$ cat src/rtl/tessia_mem_arbiter_pkg.sv
// ---------------------------------------------------------------------------
// tessia_arb_pkg
// Shared types and constants for the TessiaX64 data-memory arbiter.
//   arb_state_t : arbiter FSM states
//   CNT_W       : width of the memory-latency wait counter
//   PERF_W      : width of each performance counter
//   satInc      : saturating increment for performance counters
// ---------------------------------------------------------------------------
package tessia_arb_pkg;

  typedef enum logic [1:0] {
    IDLE  = 2'd0,
    ISSUE = 2'd1,
    WAIT  = 2'd2,
    RESP  = 2'd3
  } arb_state_t;

  localparam int CNT_W  = 8;
  localparam int PERF_W = 32;

  // Holds at all-ones instead of wrapping back to zero.
  function automatic logic [PERF_W-1:0] satInc(input logic [PERF_W-1:0] v);
    return (&v) ? v : v + 1'b1;
  endfunction

endpackage

$ cat src/rtl/tessia_mem_arbiter_if.sv
// ---------------------------------------------------------------------------
// tessia_mem_arbiter_if
// Bundles the requester-side load/store signals and the data-RAM port.
//   slave  : arbiter view (samples requests and mem_rdata, drives the rest)
//   master : environment view (requesters plus memory)
// Requester i occupies slice i of the packed req_addr / req_wdata vectors.
// ---------------------------------------------------------------------------
interface tessia_mem_arbiter_if #(
  parameter int NUM_REQ = 4,
  parameter int ADDR_W  = 64,
  parameter int DATA_W  = 64
);
  logic [NUM_REQ-1:0]        req_valid;
  logic [NUM_REQ-1:0]        req_write;
  logic [NUM_REQ*ADDR_W-1:0] req_addr;
  logic [NUM_REQ*DATA_W-1:0] req_wdata;
  logic [NUM_REQ-1:0]        req_ack;
  logic [NUM_REQ-1:0]        resp_valid;
  logic [DATA_W-1:0]         resp_rdata;
  logic                      mem_re;
  logic                      mem_we;
  logic [ADDR_W-1:0]         mem_addr;
  logic [DATA_W-1:0]         mem_wdata;
  logic [DATA_W-1:0]         mem_rdata;

  modport slave (
    input  req_valid, req_write, req_addr, req_wdata, mem_rdata,
    output req_ack, resp_valid, resp_rdata, mem_re, mem_we, mem_addr, mem_wdata
  );

  modport master (
    output req_valid, req_write, req_addr, req_wdata, mem_rdata,
    input  req_ack, resp_valid, resp_rdata, mem_re, mem_we, mem_addr, mem_wdata
  );
endinterface

$ cat src/rtl/tessia_mem_arbiter_rr_pick.sv
// ---------------------------------------------------------------------------
// rr_pick
// Combinational round-robin priority pick.
//   req    : request vector
//   rrPtr  : index with highest priority this round (must be < NUM_REQ)
//   winner : first set bit at or above rrPtr, wrapping modulo NUM_REQ
//   found  : at least one request bit is set
// ---------------------------------------------------------------------------
module rr_pick
  import tessia_arb_pkg::*;
#(
  parameter int NUM_REQ = 4,
  parameter int ID_W    = $clog2(NUM_REQ)
) (
  input  logic [NUM_REQ-1:0] req,
  input  logic [ID_W-1:0]    rrPtr,
  output logic [ID_W-1:0]    winner,
  output logic               found
);
  int             s;
  logic [ID_W-1:0] idx;

  // Scan from the farthest offset down to zero so the nearest request
  // (smallest offset from rrPtr) is the last assignment and wins.
  always_comb begin
    winner = '0;
    found  = 1'b0;
    s      = 0;
    idx    = '0;
    for (int off = NUM_REQ - 1; off >= 0; off--) begin
      s = int'(rrPtr) + off;
      if (s >= NUM_REQ) s = s - NUM_REQ;
      idx = ID_W'(s);
      if (req[idx]) begin
        winner = idx;
        found  = 1'b1;
      end
    end
  end
endmodule

$ cat src/rtl/tessia_mem_arbiter.sv
// ---------------------------------------------------------------------------
// tessia_mem_arbiter
// Round-robin arbiter sharing the single data-memory port between NUM_REQ
// requesters, one transaction at a time (IDLE -> ISSUE -> [WAIT] -> RESP).
//   clk, reset : clock and asynchronous active-high reset
//   bus        : requester handshake + memory port (tessia_mem_arbiter_if)
//   busy       : FSM is not in IDLE
// Optional feature (macro TESSIA_ARB_PERF_EN): per-requester saturating
// 32-bit grant and stall counters on perf_grants / perf_stalls.
// Every output is decoded from the state and latched fields only.
// ---------------------------------------------------------------------------
module tessia_mem_arbiter
  import tessia_arb_pkg::*;
#(
  parameter int NUM_REQ = 4,
  parameter int ADDR_W  = 64,
  parameter int DATA_W  = 64,
  parameter int MEM_LAT = 2
) (
  input  logic                    clk,
  input  logic                    reset,
  tessia_mem_arbiter_if.slave     bus,
  output logic                    busy
`ifdef TESSIA_ARB_PERF_EN
  ,
  output logic [NUM_REQ*PERF_W-1:0] perf_grants,
  output logic [NUM_REQ*PERF_W-1:0] perf_stalls
`endif
);
  localparam int ID_W = $clog2(NUM_REQ);

  arb_state_t        stateReg, stateNext;
  logic [ID_W-1:0]   rrPtrReg, idReg, pickId;
  logic              pickFound;
  logic              writeReg;
  logic [ADDR_W-1:0] addrReg;
  logic [DATA_W-1:0] wdataReg, rdataReg;
  logic [CNT_W-1:0]  cntReg;
  logic [NUM_REQ-1:0] ackVec, respVec;

  logic [ADDR_W-1:0] addrArr  [NUM_REQ];
  logic [DATA_W-1:0] wdataArr [NUM_REQ];

  for (genvar gi = 0; gi < NUM_REQ; gi++) begin : gUnpack
    assign addrArr[gi]  = bus.req_addr[gi*ADDR_W +: ADDR_W];
    assign wdataArr[gi] = bus.req_wdata[gi*DATA_W +: DATA_W];
  end

  rr_pick #(.NUM_REQ(NUM_REQ), .ID_W(ID_W)) uPick (
    .req    (bus.req_valid),
    .rrPtr  (rrPtrReg),
    .winner (pickId),
    .found  (pickFound)
  );

  always_ff @(posedge clk or posedge reset) begin
    if (reset) begin
      stateReg <= IDLE;
      rrPtrReg <= '0;
      idReg    <= '0;
      writeReg <= 1'b0;
      addrReg  <= '0;
      wdataReg <= '0;
      rdataReg <= '0;
      cntReg   <= '0;
    end else begin
      stateReg <= stateNext;
      case (stateReg)
        IDLE: if (pickFound) begin
          idReg    <= pickId;
          writeReg <= bus.req_write[pickId];
          addrReg  <= addrArr[pickId];
          wdataReg <= wdataArr[pickId];
          rrPtrReg <= (pickId == ID_W'(NUM_REQ - 1)) ? '0 : pickId + 1'b1;
        end
        ISSUE: cntReg <= CNT_W'(MEM_LAT - 1);
        // The last WAIT cycle is the one with the counter at zero; the
        // memory data is valid on the edge that leaves it.
        WAIT: begin
          if (cntReg == '0) rdataReg <= bus.mem_rdata;
          else              cntReg   <= cntReg - 1'b1;
        end
        default: ;
      endcase
    end
  end

  always_comb begin
    stateNext      = stateReg;
    ackVec         = '0;
    respVec        = '0;
    bus.mem_re     = 1'b0;
    bus.mem_we     = 1'b0;
    bus.resp_rdata = '0;
    case (stateReg)
      IDLE:  if (pickFound) stateNext = ISSUE;
      ISSUE: begin
        ackVec     = NUM_REQ'(1) << idReg;
        bus.mem_re = ~writeReg;
        bus.mem_we = writeReg;
        stateNext  = writeReg ? RESP : WAIT;
      end
      WAIT:  if (cntReg == '0) stateNext = RESP;
      RESP: begin
        respVec        = NUM_REQ'(1) << idReg;
        bus.resp_rdata = writeReg ? '0 : rdataReg;
        stateNext      = IDLE;
      end
      default: stateNext = IDLE;
    endcase
  end

  assign bus.req_ack    = ackVec;
  assign bus.resp_valid = respVec;
  assign bus.mem_addr   = addrReg;
  assign bus.mem_wdata  = wdataReg;
  assign busy           = (stateReg != IDLE);

`ifdef TESSIA_ARB_PERF_EN
  logic [PERF_W-1:0] grantCnt [NUM_REQ];
  logic [PERF_W-1:0] stallCnt [NUM_REQ];

  for (genvar gi = 0; gi < NUM_REQ; gi++) begin : gPerf
    always_ff @(posedge clk or posedge reset) begin
      if (reset) begin
        grantCnt[gi] <= '0;
        stallCnt[gi] <= '0;
      end else begin
        if (ackVec[gi]) grantCnt[gi] <= satInc(grantCnt[gi]);
        if (bus.req_valid[gi] && !ackVec[gi]) stallCnt[gi] <= satInc(stallCnt[gi]);
      end
    end
    assign perf_grants[gi*PERF_W +: PERF_W] = grantCnt[gi];
    assign perf_stalls[gi*PERF_W +: PERF_W] = stallCnt[gi];
  end
`endif

endmodule
$ cat src/flat_wrapper.sv
// flat-port wrapper written by rule: the top's interface ports become plain ports
module tessia_mem_arbiter_flat import tessia_arb_pkg::*;
#(
  parameter int NUM_REQ = 4,
  parameter int ADDR_W  = 64,
  parameter int DATA_W  = 64,
  parameter int MEM_LAT = 2
)
  (clk, reset, busy, bus_req_valid, bus_req_write, bus_req_addr, bus_req_wdata, bus_mem_rdata, bus_req_ack, bus_resp_valid, bus_resp_rdata, bus_mem_re, bus_mem_we, bus_mem_addr, bus_mem_wdata);
  tessia_mem_arbiter_if #(.NUM_REQ(NUM_REQ), .ADDR_W(ADDR_W), .DATA_W(DATA_W)) bus_i ();
  input  logic clk;
  input  logic reset;
  output logic busy;
  input wire logic [$bits(bus_i.req_valid)-1:0] bus_req_valid;
  input wire logic [$bits(bus_i.req_write)-1:0] bus_req_write;
  input wire logic [$bits(bus_i.req_addr)-1:0] bus_req_addr;
  input wire logic [$bits(bus_i.req_wdata)-1:0] bus_req_wdata;
  input wire logic [$bits(bus_i.mem_rdata)-1:0] bus_mem_rdata;
  output wire logic [$bits(bus_i.req_ack)-1:0] bus_req_ack;
  output wire logic [$bits(bus_i.resp_valid)-1:0] bus_resp_valid;
  output wire logic [$bits(bus_i.resp_rdata)-1:0] bus_resp_rdata;
  output wire logic [$bits(bus_i.mem_re)-1:0] bus_mem_re;
  output wire logic [$bits(bus_i.mem_we)-1:0] bus_mem_we;
  output wire logic [$bits(bus_i.mem_addr)-1:0] bus_mem_addr;
  output wire logic [$bits(bus_i.mem_wdata)-1:0] bus_mem_wdata;
  assign bus_i.req_valid = bus_req_valid;
  assign bus_i.req_write = bus_req_write;
  assign bus_i.req_addr = bus_req_addr;
  assign bus_i.req_wdata = bus_req_wdata;
  assign bus_i.mem_rdata = bus_mem_rdata;
  assign bus_req_ack = bus_i.req_ack;
  assign bus_resp_valid = bus_i.resp_valid;
  assign bus_resp_rdata = bus_i.resp_rdata;
  assign bus_mem_re = bus_i.mem_re;
  assign bus_mem_we = bus_i.mem_we;
  assign bus_mem_addr = bus_i.mem_addr;
  assign bus_mem_wdata = bus_i.mem_wdata;
  tessia_mem_arbiter #(.NUM_REQ(NUM_REQ), .ADDR_W(ADDR_W), .DATA_W(DATA_W), .MEM_LAT(MEM_LAT)) u_core (.clk(clk), .reset(reset), .bus(bus_i), .busy(busy));
endmodule
$ cat config.mk
export PLATFORM = sky130hd
export DESIGN_NAME = tessia_mem_arbiter_flat
export DESIGN_NICKNAME = d
export VERILOG_FILES = /design/src/rtl/tessia_mem_arbiter_pkg.sv /design/src/rtl/tessia_mem_arbiter_if.sv /design/src/rtl/tessia_mem_arbiter_rr_pick.sv /design/src/rtl/tessia_mem_arbiter.sv /design/src/flat_wrapper.sv
export SDC_FILE = /design/constraint.sdc
export NUM_CORES = 1
export LEC_CHECK = 0
export CORE_AREA = 10 10 302 304
export CTS_BUF_LIST = sky130_fd_sc_hd__clkbuf_8
export CTS_CLUSTER_SIZE = 30
export DETAILED_ROUTE_END_ITERATION = 16
export DIE_AREA = 0 0 312 314
export GPL_ROUTABILITY_DRIVEN = 0
export GPL_TIMING_DRIVEN = 0
export MAX_ROUTING_LAYER = met4
export SYNTH_ARGS = -nofsm -noshare
export SYNTH_HDL_FRONTEND = slang
export SYNTH_SLANG_ARGS = --single-unit
$ cat constraint.sdc
create_clock -name clk -period 10 [get_ports clk]
set_input_delay 1.5 -clock clk [delete_from_list [all_inputs] [get_ports clk]]
set_output_delay 1.5 -clock clk [all_outputs]
set_load 0.05 [all_outputs]
After elaboration in Yosys (flattened, before gate mapping):

Index checks and enable logic that the tools add are counted.

* flip-flop bits (word level): 207

* add/sub/neg operators: 9
* $lt $le $gt $ge: 10
* equal/unequal tests: 7
* shift-type cells: 1
* multiplexer cells: 41
* bitwise logic cells: 2
* reduce and logical (&&, ||, !) cells: 8

Operator list (number)
* two-way mux 64 bit: 6
* binary-select mux 64 bit (select 2 bit): 2
* two-way mux 2 bit: 11
* one-hot mux 8 bit (2 select lines): 1
* less-than comparator 2 x 3 -> 1 bit, second input constant: 5
* >= comparator 3 bit, second input constant: 4
* two-way mux 1 bit: 12
* binary-select mux 1 bit (select 2 bit): 5
* zero test 8 bit: 1
* two-way mux 4 bit: 2
* two-way mux 8 bit: 1
* one-hot mux 2 bit (4 select lines): 1
* AND reduction 2 bit: 4
* subtractor 2 x 1 -> 2 bit, second input constant: 4
* subtractor 8 x 1 -> 8 bit, second input constant: 1
* adder 2 x 2 -> 3 bit, second input constant: 2
* == test 2 bit, second input constant: 3
* != test 2 x 1 -> 1 bit, second input constant: 2
* nonzero test 2 bit: 2
* left shift 1 x 2 -> 4 bit, first input constant: 1
* adder 2 x 1 -> 3 bit, second input constant: 1
* >= comparator 2 x 3 -> 1 bit, second input constant: 1
* NOT 2 -> 3 bit: 1
* adder 2 x 1 -> 2 bit, second input constant: 1
* other kinds (4): 4

Longest topological paths before layout:

Gate-level depths: netlist of run 1.

* depth in word-level cells: 13
* depth in mapped cells: 9
* gate-level depth less buffers: 7

Cells and area by module:

A second synthesis of run 1 with hierarchy kept.

* cells, all modules: 736
* area total of the unflattened synthesis: 11843.9 um2

Modules (own cells, without submodules)
* tessia_mem_arbiter: times used 1, cells each 723, area an instance 11766.3 um2, seq. area each 5180.0 um2
* rr_pick: times used 1, cells each 13, area an instance 77.6 um2, seq. area each 0.0 um2

Least setup slack after synthesis of run 1:

OpenSTA, ideal clock, no wires.

* path kind: flip-flop to output port
* start: reg u_core.stateReg[1]
* end: out bus_req_ack[0]
* data arrival time: 2034 ps
* required time: 8500 ps
* setup slack: 6466 ps
* cell stages (with the launch flop): 5
* buffers on the path: 1
* path through: dfrtp_1 > inv_1 > ha_1 > clkbuf_1 > nor3b_1

* longest elaborated chain between the ends: 2

RTL lines
* from (decl): RTL line tessia_mem_arbiter.sv:32 `arb_state_t stateReg, stateNext;`
* from (signal assigned): RTL line tessia_mem_arbiter.sv:67 `stateReg <= stateNext;`
* == test 2 x 1 -> 1 bit: RTL line tessia_mem_arbiter.sv:95 `case (stateReg)`
* two-way mux 4 bit: RTL line tessia_mem_arbiter.sv:95
* to (decl): RTL line flat_wrapper.sv:19 `output wire logic [$bits(bus_i.req_ack)-1:0] bus_req_ack;`

No other way between the ends.

Worst setup path in the final report of run 1:

* start: reg u_core.stateReg[0]
* end: out bus_resp_rdata[8]

* longest elaborated chain between the ends: 2

RTL lines
* == test 2 bit: RTL line tessia_mem_arbiter.sv:95
* two-way mux 64 bit: RTL line tessia_mem_arbiter.sv:95
* to (decl): RTL line flat_wrapper.sv:21 `output wire logic [$bits(bus_i.resp_rdata)-1:0] bus_resp_rdata;`

No other way between the ends.

==> out/qor.csv, run 1 <==
stage;metric;value;unit
worst_setup_path;Data arrival, critical path;3640;ps
cells_and_area;Layout area overhead;87.2;%
cells_and_area;fraction of layout cells with a size suffix above 1;0.0861;
power;PwrDens;297;mW/mm2
cts;clk slew on worst S/H paths;60;ps
cts;hold buffers post-CTS;0;
yosys;ys async rst share;1.00;
cells_and_area;Layout Nets;2601;
sta;clk_skew;17.4;ps
worst_setup_path;startpoint types;flip-flop;
detailed_routing;drt via density;4.03;
placed_design;I/O Buffers;788;
global_routing;initial antenna violation count;11;
yosys;Main synth FF type;dfrtp_1;
power;LEAKAGE;8.59;nW
power;Max VDD drop;0.000111;V
worst_setup_path;critical path's slowest cell;clkdlybuf4s50_1;
global_routing;largest net degree at the start of global routing;107;
yosys;#FFs+latches synth;207;
worst_setup_path;CP Class;flip-flop to output port;
cts;postcts setup bufs;0;
floorplanning;starting density of the core;0.137;
detailed_routing;first-pass iteration count of the detailed router;5;
status;outcome;finished, final reports clean;
global_routing;number of global-route vias before repair;13914;
yosys;Syn Area/Cell;9.90;um2
yosys;Seq/Total Area, Yosys;0.445;
worst_hold_path;Hold Path Depth;1;
cts;clock sinks;207;
placed_design;area post-placement;0.0210;mm2
yosys;Post-Syn Nets;1768;
sta;Setup TNS;0;ps
sta;Setup-failing EPs final;0;
cts;CTS tree;yes;
placed_design;HPWL after DPL;63100;um
cts;Clock Latency Late Sink;590;ps
global_routing;GRT overflow;0;
sta;Hold Fails Final Rpt;0;
worst_hold_path;hold crit path type;flip-flop to flip-flop;
yosys;Mapped Cells;1176;
global_routing;GRT Util Overall;0.151;
cts;CTS HTree Levels;2;
detailed_routing;via count;12828;
worst_setup_path;top fanout value on the critical path;10;
worst_setup_path;Reg2Reg Depth;9;
worst_setup_path;Max stage delay on crit path;940;ps
detailed_routing;Final ANT Viol Nets;0;
sta;min cycle time layout;5140;ps
worst_setup_path;Worst setup EP type;output port;
yosys;mapped cell area;0.0116;mm2
sta;RSZ-0062 raised after global routing;false;
cts;Clock Path Buffers;3;
sta;Slew Viols, Final;0;
global_routing;global-route wire length before repair;105000;um
floorplanning;full die area;0.0980;mm2
cells_and_area;non-filler instance count after layout;3184;
floorplanning;die height;314;um
placed_design;dpl cells;3109;
sta;Worst-Margin Slew;923;ps
yosys;distinct cell type count after synthesis;45;
worst_setup_path;CP delay by family, top;buffers and inverters;
worst_setup_path;Worst Setup SP;u_core.stateReg[0];
worst_setup_path;CP required;8500;ps
worst_setup_path;critical path depth;6;
floorplanning;core area;0.0849;mm2
job;Max-Cap Viols;0;
worst_hold_path;HP Start;u_core.rdataReg[19];
detailed_routing;Wirelength per Cell;23.9;um
worst_setup_path;Critical Path, Cell by Cell;ha_1, nor2b_1, clkbuf_1, clkbuf_1, and2_1, clkdlybuf4s50_1;
cells_and_area;Final Cell Area;0.0218;mm2
floorplanning;I/O pin count;789;
sta;Final Cycle Share;0.514;
worst_setup_path;Buf/Inv on CP;3;
sta;Relative slew margins;0.383;
worst_setup_path;cell mode on critical path;clkbuf_1;
worst_setup_path;worst reg2reg path startpoint;u_core.stateReg[0];
cts;CTS root buffer;clkbuf_8;
cts;TritonCTS buffer count;42;
yosys;EDFF count, synth;0;
sta;Fmax;195;MHz
detailed_routing;First DRT Iteration DRCs;760;
cts;cells resized by post-CTS repair;0;
floorplanning;FP Rows;107;
detailed_routing;DRT Wirelength;76000;um
yosys;Synthesis Warnings;0;
detailed_routing;DRC Markers;0;
floorplanning;die extent in x;312;um
[per-layer routing]
metal	global-route usage	vias to the layer above	routed length, um
met5	-	-	0
met4	0.0405	0	2010
met3	0.0456	103	5830
met2	0.256	616	37100
met1	0.172	6168	31100
li1	-	5941	-
[power by group]
part           switching [mW]  leakage [nW]  total, mW  internal [mW]
clock                   0.414         0.448      0.870          0.456
combinational            2.62          5.80       4.08           1.46
sequential              0.256          2.35       1.52           1.27
total                    3.29          8.59       6.47           3.18
[registers in the layout, indices dropped and copies added, names as in the netlist]
name	flops
u_core.rrPtrReg	2
u_core.idReg	2
u_core.bus.mem_addr	64
u_core.writeReg	1
u_core.bus.mem_wdata	64
u_core.cntReg	8
u_core.rdataReg	64
u_core.stateReg	2
[worst paths after layout]
kind	slack (ps)	end
setup / recovery	4860	bus_resp_rdata[8]
hold / removal	490	u_core.rdataReg[19]
setup reg to reg	6900	u_core.bus.mem_wdata[25]
hold reg to reg	490	u_core.rdataReg[19]
max in group asynchronous	7430	u_core.bus.mem_addr[14]
min in group asynchronous	1440	u_core.rdataReg[43]
[metrics by stage]
step / setup slack [ps] / hold WS, ps / total power [mW] / util
after floorplan: 2850 / 470 / 3.97 / -
after global routing: 4530 / 502 / 6.84 / 0.257
final: 4860 / 494 / 6.47 / 0.257
after global placement: -957 / 478 / 5.63 / 0.247
after detailed placement: 5250 / 484 / 5.65 / 0.247
after CTS: 4560 / 497 / 6.57 / 0.257
[Yosys cell counts (8+ instances only)]
master,n,area share
inv_1,8,0.0026
buf_2,32,0.014
buf_8,8,0.010
a21oi_1,9,0.0039
buf_4,8,0.0052
dfrtp_1,207,0.44
nor2_1,9,0.0029
mux2i_1,130,0.11
mux2_2,64,0.062
and2_1,65,0.035
a31oi_1,130,0.070
clkbuf_1,48,0.015
o2bb2ai_1,129,0.097
nand2_1,267,0.086
[cell type report]
type,count,area (um2)
Fill cell,9304,63100
Timing Repair Buffer,789,7920
Multi-Input combinational cell,857,5870
Sequential cell,207,5180
Tap cell,1144,1430
Clock buffer,51,702
Buffer,104,563
Clock inverter,16,72.6
Inverter,8,37.5
Antenna cell,8,20.0
[cells in the final DEF, fill, tap and decap left out, types with 3 or more instances in the layout]
master             n
a21oi_1            9
mux2_2            64
inv_1             19
mux2i_1          130
nor2b_1            3
clkdlybuf4s50_1  788
buf_4              8
xnor2_1            3
nor3b_1            4
o2bb2ai_1        129
buf_8              8
o21ai_0            5
buf_2             32
a31oi_1          130
nor2_1             9
nand2_1          267
and2_1            65
buf_1              6
nand3_1            4
diode_2            8
dfrtp_1          207
clkbuf_1          47
ha_1               6
clkbuf_8          51
[logic make-up (layout without fill, tap and decap cells)]
family	Yosys count	in the layout	synth area share
XOR/XNOR	3	3	0.00226
AO/OA/AOI/OAI	290	290	0.185
adder cells (fa/ha/maj)	6	6	0.00645
flip-flops	207	207	0.445
AND/OR/NAND/NOR	364	364	0.137
buffers and inverters	112	968	0.0508
other	0	8	0
multiplexers	194	194	0.174
Note: power is estimated with default switching activity, not from simulation.
==> run 2, diff against run 1 <==
--- a/config.mk
+++ b/config.mk
@@ -5,11 +5,11 @@
 export SDC_FILE = /design/constraint.sdc
 export NUM_CORES = 1
 export LEC_CHECK = 0
-export CORE_AREA = 10 10 302 304
+export CORE_AREA = 10 10 296 298
 export CTS_BUF_LIST = sky130_fd_sc_hd__clkbuf_8
 export CTS_CLUSTER_SIZE = 30
 export DETAILED_ROUTE_END_ITERATION = 16
-export DIE_AREA = 0 0 312 314
+export DIE_AREA = 0 0 306 308
 export GPL_ROUTABILITY_DRIVEN = 0
 export GPL_TIMING_DRIVEN = 0
 export MAX_ROUTING_LAYER = met4
==> constraint.sdc (replaced) <==
create_clock -name clk -period 4.25 [get_ports clk]
set_input_delay 0.6375 -clock clk [delete_from_list [all_inputs] [get_ports clk]]
set_output_delay 0.6375 -clock clk [all_outputs]
set_load 0.05 [all_outputs]
==> out/qor.csv, run 2 (synthesis results as in run 1) <==
stage;metric;value;unit
status;outcome;finished, final reports clean;
cts;CTS HTree Levels;2;
power;LEAKAGE;8.67;nW
power;sw frac;0.509;
global_routing;grt met2 use;0.265;
job;Max-Cap Viols;0;
cts;Clock Latency Late Sink;600;ps
sta;Setup TNS;0;ps
cts;CTS tree;yes;
sta;RSZ-0062 raised after global routing;false;
detailed_routing;first-pass iteration count of the detailed router;5;
worst_hold_path;hold crit path type;flip-flop to flip-flop;
worst_setup_path;Worst Setup SP;u_core.stateReg[0];
worst_setup_path;CP Class;flip-flop to output port;
cts;clock sinks;207;
floorplanning;FP Rows;105;
worst_setup_path;CP delay by family, top;buffers and inverters;
cells_and_area;Layout Nets;2606;
sta;Slew Viols, Final;0;
floorplanning;starting density of the core;0.143;
sta;Relative slew margins;0.285;
floorplanning;die height;308;um
worst_setup_path;top fanout value on the critical path;10;
sta;Hold Fails Final Rpt;0;
detailed_routing;DRT Wirelength;76200;um
cts;clk slew on worst S/H paths;50;ps
sta;clk_skew;22.2;ps
placed_design;pre-CTS setup slack;350;ps
power;internal power;7.51;mW
power;clock share of power;0.136;
global_routing;GRT overflow;0;
cells_and_area;Fill cells;8847;
worst_setup_path;FF-to-FF setup slack;1170;ps
floorplanning;full die area;0.0942;mm2
power;PwrDens;701;mW/mm2
placed_design;dpl cells;3039;
cts;TritonCTS buffer count;43;
cells_and_area;commonest non-fill, non-tap cell in the layout;clkdlybuf4s50_1;
worst_setup_path;Data arrival, critical path;3360;ps
global_routing;number of global-route vias before repair;14171;
cells_and_area;Layout area overhead;87.3;%
worst_setup_path;crit path to;bus_resp_rdata[8];
global_routing;initial antenna violation count;17;
detailed_routing;Final ANT Viol Nets;0;
power;Reg power frac;0.236;
global_routing;largest net degree at the start of global routing;39;
cts;hold buffers post-CTS;0;
sta;setup ws final;256;ps
sta;Worst-Margin Slew;1070;ps
worst_setup_path;Buf/Inv on CP;3;
detailed_routing;Wirelength per Cell;24.4;um
sta;Final Cycle Share;0.940;
detailed_routing;drt via density;4.12;
cts;Clock Path Buffers;3;
floorplanning;I/O pin count;789;
worst_setup_path;Critical Path, Cell by Cell;ha_1, nor2b_1, clkbuf_2, clkbuf_1, and2_1, clkdlybuf4s50_1;
detailed_routing;DRC Markers;0;
worst_setup_path;startpoint types;flip-flop;
cts;postcts setup bufs;0;
worst_setup_path;Worst setup EP type;output port;
global_routing;GRT Util Overall;0.158;
cells_and_area;multi-input combinational cell area;0.00587;mm2
global_routing;grt met1 use;0.171;
sta;Setup-failing EPs final;0;
global_routing;global-route wire length before repair;105000;um
power;Max VDD drop;0.000330;V
floorplanning;core area;0.0816;mm2
placed_design;I/O Buffers;788;
detailed_routing;First DRT Iteration DRCs;696;
cts;CTS root buffer;clkbuf_8;
sta;Fmax;250;MHz
worst_setup_path;worst reg2reg path startpoint;u_core.stateReg[0];
global_routing;global routing's busiest layer;met2;
power;Sw Pwr;7.77;mW
global_routing;met3 GRT Util;0.0547;
worst_setup_path;Max stage delay on crit path;850;ps
cells_and_area;register area;0.00518;mm2
worst_setup_path;critical path's slowest cell;clkdlybuf4s50_1;
cells_and_area;most frequent cells in the layout;clkdlybuf4s50_1 (784), nand2_1 (267), dfrtp_1 (207);
floorplanning;die extent in x;306;um
worst_setup_path;CP required;3610;ps
worst_setup_path;reg2reg end;u_core.bus.mem_wdata[63];
detailed_routing;via count;12863;
placed_design;HPWL after DPL;63600;um
cells_and_area;fraction of layout cells with a size suffix above 1;0.0891;
cells_and_area;non-filler instance count after layout;3123;
sta;min cycle time layout;3990;ps
worst_setup_path;critical path depth;6;
power;combinational power share;0.629;
worst_setup_path;Reg2Reg Depth;9;
[run 2: cell count changes in the layout (fill, tap and decap cells not counted), sizes merged]
cell / previous run / this run
buf: 56 / 60
clkdlybuf4s50: 788 / 784
clkinv: 2 / 3
clkinvlp: 0 / 2
diode: 8 / 11
dlygate4sd2: 0 / 4
inv: 22 / 25
[run 2: per-stage QoR]
step | utilization | hold WS (ps) | power [mW] | area [um2]
after floorplan | - | 470 | 9.35 | 11600
after detailed placement | 0.257 | 485 | 13.3 | 21000
after global placement | 0.256 | 478 | 13.2 | 20900
final | 0.267 | 493 | 15.3 | 21800
after global routing | 0.267 | 503 | 16.1 | 21800
after CTS | 0.267 | 473 | 15.5 | 21800
[run 2: worst register-to-register path, delay by kind of cell, from the launching register on]
family	cells	cell delay, ps
buffers and inverters	4	1450
AOI/OAI and AO/OA	3	570
DFF	1	430
and+or+nand+nor	1	280
adders and majority gates	1	220
[run 2: repair_timing]
action | CTS | global route
endpoints found under the setup margin | 35 | 0
hold endpoints to repair | 0 | 0
gates resized for setup | 5 | 0
[run 2: final cells by class]
| cell class | count | share of cell area |
|---|---|---|
| Antenna cell | 11 | 0.00126 |
| Multi-Input combinational cell | 857 | 0.269 |
| Clock inverter | 22 | 0.00482 |
| Tap cell | 1070 | 0.0614 |
| Inverter | 8 | 0.00155 |
| Sequential cell | 207 | 0.238 |
| Clock buffer | 51 | 0.0322 |
| Buffer | 104 | 0.0259 |
| Timing Repair Buffer | 793 | 0.366 |
[run 2: how the worst min path moves through the flow]
stage / cells past startpoint / start / endpoint
floorplan: 1 / u_core.rdataReg[5] / u_core.rdataReg[5]
global route: 1 / u_core.rdataReg[30] / u_core.rdataReg[30]
finish: 1 / u_core.rdataReg[15] / u_core.rdataReg[15]
CTS: 2 / reset / u_core.rdataReg[46]
detailed placement: 1 / u_core.rdataReg[22] / u_core.rdataReg[22]
global placement: 1 / u_core.rdataReg[16] / u_core.rdataReg[16]
[run 2: power by group through the flow]
stage	combinational [mW]	sequential (mW)	clock (mW)
after floorplan	3.80	5.54	0
after global placement	9.66	3.58	0
after detailed placement	9.72	3.60	0
after CTS	9.73	3.59	2.17
after global routing	10.2	3.72	2.23
final	9.61	3.60	2.07
[run 2: routing by layer]
metal  share of wire  wire length [um]
met2            0.49             37100
met1            0.39             30100
met5               0                 0
met3           0.085              6460
met4           0.033              2490
